File: config.mk
export PLATFORM = sky130hd
export DESIGN_NAME = glb_ctrl
export DESIGN_NICKNAME = d
export VERILOG_FILES = /design/src/rtl/glb_ctrl.sv
export SDC_FILE = /design/constraint.sdc
export NUM_CORES = 1
export LEC_CHECK = 0
export ABC_AREA = 1
export BUFFER_PORTS_ARGS = -buffer_cell sky130_fd_sc_hd__buf_2
export CELL_PAD_IN_SITES_DETAIL_PLACEMENT = 0
export CELL_PAD_IN_SITES_GLOBAL_PLACEMENT = 1
export CORE_AREA = 2 2 71 73
export DETAILED_ROUTE_END_ITERATION = 16
export DIE_AREA = 0 0 73 75
export HOLD_SLACK_MARGIN = 0.12
export PLACE_DENSITY_LB_ADDON = 0.1
export SLEW_MARGIN = 5
export SYNTH_ARGS = -nofsm -noshare
export SYNTH_HDL_FRONTEND = slang
export SYNTH_SLANG_ARGS = --single-unit
File: constraint.sdc
create_clock -name clk -period 1.7 [get_ports clk]
set_clock_uncertainty 0.05 [all_clocks]
set_input_delay 0.255 -clock clk [delete_from_list [all_inputs] [get_ports clk]]
set_output_delay 0.255 -clock clk [all_outputs]
set_load 0.05 [all_outputs]
File: src/rtl/glb_ctrl.sv
// -----------------------------------------------------------------------------
// glb_ctrl
//
// Sequencer for the global buffer (GLB): PE_SIZE column FIFOs whose read
// enables are skewed inside the GLB itself. For every tile the controller
// runs three phases:
//   FILL  - accept PE_SIZE rows from the upstream source, one GLB write each
//   DRAIN - assert the column-0 read enable for PE_SIZE consecutive cycles
//   SKEW  - wait PE_SIZE cycles for the skewed column reads to finish
// and repeats for the programmed number of tiles. Row data goes straight
// from the source to the GLB write port; only the enables come from here.
//
// Ports
//   clk          clock, all logic on the rising edge
//   rst          asynchronous reset, active high
//   start_i      one-cycle start pulse, only honoured while idle
//   num_tiles_i  number of tiles to process, latched on an accepted start
//   src_valid_i  upstream row valid
//   src_ready_o  controller accepts a row this cycle (FILL only)
//   glb_wren_o   GLB write enable (src_valid_i & src_ready_o)
//   glb_rden_o   GLB column-0 read enable (DRAIN only)
//   glb_full_i   per-column GLB full flags
//   glb_empty_i  per-column GLB empty flags
//   busy_o       high in every state except IDLE
//   tile_done_o  one-cycle pulse when a tile has been fully drained
//   done_o       one-cycle pulse when all tiles are finished
//   err_o        sticky error (underflow or residue after skew flush);
//                cleared by rst or an accepted start
// -----------------------------------------------------------------------------
module glb_ctrl #(
    parameter int PE_SIZE = 16,
    parameter int TILE_W  = 8
) (
    input  logic                clk,
    input  logic                rst,
    input  logic                start_i,
    input  logic [TILE_W-1:0]   num_tiles_i,
    input  logic                src_valid_i,
    output logic                src_ready_o,
    output logic                glb_wren_o,
    output logic                glb_rden_o,
    input  logic [PE_SIZE-1:0]  glb_full_i,
    input  logic [PE_SIZE-1:0]  glb_empty_i,
    output logic                busy_o,
    output logic                tile_done_o,
    output logic                done_o,
    output logic                err_o
);

    // One counter serves FILL (rows), DRAIN (read strobes) and SKEW (flush
    // cycles); every phase is exactly PE_SIZE long, so it always ends on the
    // same terminal value and is rewound to 0 on each phase change.
    localparam int CW = (PE_SIZE > 1) ? $clog2(PE_SIZE) : 1;
    localparam logic [CW-1:0] CNT_LAST = CW'(PE_SIZE - 1);

    typedef enum logic [2:0] {
        IDLE,
        FILL,
        DRAIN,
        SKEW,
        FIN
    } state_t;

    state_t             state_reg, state_next;
    logic [CW-1:0]      cnt_reg, cnt_next;
    logic [TILE_W-1:0]  tile_cnt_reg, tile_cnt_next;
    logic [TILE_W-1:0]  num_reg, num_next;
    logic               err_reg, err_next;

    logic               cnt_last;
    logic [TILE_W-1:0]  tile_inc;
    logic               row_ready;
    logic               row_write;
    logic               any_full;
    logic               all_empty;

    assign cnt_last  = (cnt_reg == CNT_LAST);
    assign tile_inc  = tile_cnt_reg + 1'b1;
    assign any_full  = |glb_full_i;
    assign all_empty = &glb_empty_i;

    // A row can only be taken while filling and no column FIFO is full.
    assign row_ready = (state_reg == FILL) && !any_full;
    assign row_write = row_ready && src_valid_i;

    // -------------------------------------------------------------------------
    // State and datapath registers
    // -------------------------------------------------------------------------
    always_ff @(posedge clk or posedge rst) begin
        if (rst) begin
            state_reg    <= IDLE;
            cnt_reg      <= '0;
            tile_cnt_reg <= '0;
            num_reg      <= '0;
            err_reg      <= 1'b0;
        end else begin
            state_reg    <= state_next;
            cnt_reg      <= cnt_next;
            tile_cnt_reg <= tile_cnt_next;
            num_reg      <= num_next;
            err_reg      <= err_next;
        end
    end

    // -------------------------------------------------------------------------
    // Next-state and output logic
    // Outputs are decoded from the current state so that an asynchronous
    // reset forces them low in the same cycle.
    // -------------------------------------------------------------------------
    always_comb begin
        state_next    = state_reg;
        cnt_next      = cnt_reg;
        tile_cnt_next = tile_cnt_reg;
        num_next      = num_reg;
        err_next      = err_reg;

        src_ready_o   = 1'b0;
        glb_wren_o    = 1'b0;
        glb_rden_o    = 1'b0;
        tile_done_o   = 1'b0;
        done_o        = 1'b0;
        busy_o        = (state_reg != IDLE);

        case (state_reg)
            IDLE: begin
                if (start_i) begin
                    num_next      = num_tiles_i;
                    err_next      = 1'b0;
                    tile_cnt_next = '0;
                    cnt_next      = '0;
                    // A zero-tile request completes immediately.
                    state_next    = (num_tiles_i == '0) ? FIN : FILL;
                end
            end

            FILL: begin
                src_ready_o = row_ready;
                glb_wren_o  = row_write;
                // Source stalls simply hold the state and counter.
                if (row_write) begin
                    if (cnt_last) begin
                        cnt_next   = '0;
                        state_next = DRAIN;
                    end else begin
                        cnt_next = cnt_reg + 1'b1;
                    end
                end
            end

            DRAIN: begin
                glb_rden_o = 1'b1;
                // Reading column 0 while it is empty is an underflow; the
                // sequence still runs to completion so timing stays fixed.
                if (glb_empty_i[0]) begin
                    err_next = 1'b1;
                end
                if (cnt_last) begin
                    cnt_next   = '0;
                    state_next = SKEW;
                end else begin
                    cnt_next = cnt_reg + 1'b1;
                end
            end

            SKEW: begin
                // The last column's final delayed read lands one cycle before
                // the end of this phase, so every column must be empty here.
                if (cnt_last) begin
                    if (!all_empty) begin
                        err_next = 1'b1;
                    end
                    tile_done_o   = 1'b1;
                    tile_cnt_next = tile_inc;
                    cnt_next      = '0;
                    state_next    = (tile_inc == num_reg) ? FIN : FILL;
                end else begin
                    cnt_next = cnt_reg + 1'b1;
                end
            end

            FIN: begin
                done_o     = 1'b1;
                state_next = IDLE;
            end

            default: begin
                state_next = IDLE;
            end
        endcase
    end

    assign err_o = err_reg;

endmodule

==> out/results.tsv <==
stage	metric	value	unit
power	leakage	1.155	nW
detailed_routing	routed vias/inst	4.676	
power	PwrDens	544.6	nW/um^2
worst_setup_path	type of origin of the critical path	flip-flop	
detailed_routing	ANT nets after route	0	
floorplan	Chip Width	73	um
cells_and_area	fin nets	348	
clock_tree	Max Buffers Root-to-Sink	2	
synthesis	synthesized area per cell	6.978	sq um
synthesis	dominant cell type by area after synthesis	dfrtp_1	
synthesis	Synth Instances	227	
detailed_routing	WL per Instance	11.71	um
clock_tree	root buffer cell	clkbuf_8	
worst_setup_path	maximum fanout along the worst path	5	
grt	initial antenna violation count	0	
timing	fin crit share	100.2	%
min_path	HP Start	num_tiles_i[1]	
placement	pre-CTS setup slack	0.02474	ns
detailed_routing	Initial DRC Count	50	
worst_setup_path	Reg2Reg Launch Point	tile_cnt_reg[1]	
min_path	WHS Path Cells	3	
detailed_routing	Post-route DRC	0	
placement	hpwl dp	3146	um
power	total power	1.243	mW
synthesis	top-count cell post-synth	nand2_1	
floorplan	io pins	51	
cells_and_area	synth-to-layout area growth	44.15	%
clock_tree	Worst-path clk slew	0.10	ns
flow_run	Max Cap Violations	0	
worst_setup_path	crit path cell chain	nor2_2 > inv_1 > nor2_2 > inv_2 > buf_4	
placement	IO Port Bufs	50	
worst_setup_path	crit-path leading delay family	flip-flops	
timing	Slew Limit Fails	0	
detailed_routing	Via Count	1660	
floorplan	core region area	4661	sq um
timing	Rel. slew slack	76.76	%
worst_setup_path	Setup crit end kind	primary output	
synthesis	top cells by area, synth	dfrtp_1, nand2_1, nand3_1	
clock_tree	H-tree Lvls	1	
floorplan	row cnt	25	
timing	setup ws final	-0.004020	ns
synthesis	most frequent cells after synthesis	nand2_1, nor2_1, nand3_1	
detailed_routing	total routed wirelength	4157	um
min_path	hold endpoint	num_reg[1]	
grt	global route overflow	0	
synthesis	Synth top area share	37.91	%
worst_setup_path	slowest CP cell	dfrtp_2	
grt	number of global-route vias before repair	1490	
run_status	status	finished, violations left	
synthesis	most common flop cell mapped by yosys	dfrtp_1	
worst_setup_path	RR Endpoint	state_reg[0]	
grt	total track usage	15.41	%
synthesis	Post-Syn Nets	273	
worst_setup_path	Worst R2R Path Depth	12	
clock_tree	clock buffer count from CTS	3	
synthesis	number of flops mapped to enable cells by yosys	0	
cells_and_area	layout cells sized above 1	40.86	%
clock_tree	CTS tree	done	
worst_setup_path	crit path DAT	1.40	ns
clock_tree	CTS sink count	24	
timing	Final setup viols	1	
synthesis	Ys Warns	0	
worst_setup_path	crit path buf inv count	3	
run_status	failing checks	setup timing	
cells_and_area	area occupied by multi-input gates	964.7	sq um
floorplan	Initial Util	33.99	%
clock_tree	worst-skew pair later-pin latency	0.27	ns
synthesis	Cell Area, Synth	1584	sq um
timing	Least-Margin Pin Slew	0.3455	ns
synthesis	Seq/Total Area, Yosys	37.91	%
detailed_routing	first-pass detailed-route iteration total	4	
worst_setup_path	most used cell, CP	nor2_2	
worst_setup_path	max incr delay on CP	0.48	ns
grt	global-route wire length before repair	6610	um
grt	largest net degree at the start of global routing	25	
placement	GPL Wtd Cong	0.7765	
synthesis	post-synthesis async set-or-reset flop share	100.0	%
min_path	Hold Crit Class	input pin to flip-flop	
synthesis	Yosys cell types	29	
synthesis	#FFs+latches synth	24	
cells_and_area	Antenna Cells	0	
timing	Peak Freq	586.8	MHz
floorplan	chip height	75	um
cells_and_area	register area	604.3	sq um
timing	Final Hold Fails	0	
worst_setup_path	reg2reg setup slack	0.01	ns
power	worst vdd ir	0.0002493	V
timing	Hold WS	0.1489	ns
timing	Final min period	1.704	ns
worst_setup_path	crit path from	state_reg[2]	
floorplan	Total Die Area	5475	sq um
worst_setup_path	Worst Path Required	1.39	ns
cells_and_area	fillers	499	
timing	RSZ-0062 raised after global routing	yes	
worst_setup_path	WS Path Type	flip-flop to primary output	
-- metrics by stage --
step | cells | area [sq um] | util [%] | setup TNS [ns]
after floorplan | 227 | 1594 | - | 0
after global placement | 340 | 1976 | 42.39 | 0
after detailed placement | 340 | 1976 | 42.39 | 0
after CTS | 347 | 2102 | 45.10 | 0
after global routing | 355 | 2283 | 48.99 | -0.5366
final | 355 | 2283 | 48.99 | -0.004020
-- report_power, final --
part	internal, mW	switching, mW
clock	0.315	0.198
combinational	0.0651	0.0657
sequential	0.588	0.0110
total	0.968	0.275
-- worst max path at each step --
stage,to,cells after the start,slack (ns)
after CTS,state_reg[0],12,0.000002
after global routing,state_reg[0],12,-0.15
final,busy_o,5,-0.004
after global placement,state_reg[0],12,0.05
after floorplan,state_reg[0],12,0.12
after detailed placement,state_reg[0],12,0.02
-- tightest hold or removal path: stages --
cell and delay, ns:
buf_2 0.09, nand2_1 0.05, nand2_1 0.05
-- kinds of logic after synthesis --
logic type | synth area share [%]
fa+ha+maj | 1.580
compound gates | 7.741
flops | 37.91
xor+xnor | 1.659
buf+inv | 8.531
simple gates | 42.58
-- what timing repair did --
action,CTS,global route
hold buffers,1,0
buffers inserted,2,8
resized for setup,12,33
endpoints found under the setup margin,5,9
cloned,0,0
endpoints found under the hold margin,24,0
pin swaps,0,20
-- cells in the final DEF, fill, tap and decap left out --
cell type and n:
nor3_4 2, nor2_1 26, ha_2 1, nor2_4 4, ha_4 1, and2_1 1, buf_4 20, inv_2 7
nor2_8 1, nand2_1 53, dfrtp_2 3, inv_4 1, buf_6 5, nor4_1 3, inv_1 23, xor2_1 2
clkbuf_8 3, nand4_1 6, dlygate4sd3_1 1, nor3b_2 1, xnor2_1 1, o31ai_1 1, nand2_2 8, o22ai_1 2
nand3_1 20, nor3_1 1, o21ai_4 1, bufinv_16 1, nor2_2 7, buf_2 45, o21ai_0 16, a31o_2 1
a21oi_1 1, buf_8 1, nand3_2 10, dfrtp_1 21
-- area by class of cell --
class                      instances  area share [%]
sequential                        24           26.47
inverter                          31           5.205
timing repair buffer              72           20.00
clock buffer                       3           1.808
clock inverter                     1           1.315
tap                               54           2.959
multi-input combinational        170           42.25
-- routing by layer --
metal  track usage (%)  wire length (um)  vias to the layer above
li1                  -                 -                      883
met1             20.51              1912                      747
met2             26.43              2091                       28
met3             3.079               135                        2
met4             2.469                18                        0
met5                 0                 0                        -
No activity file was read; power rests on OpenSTA's default activity.
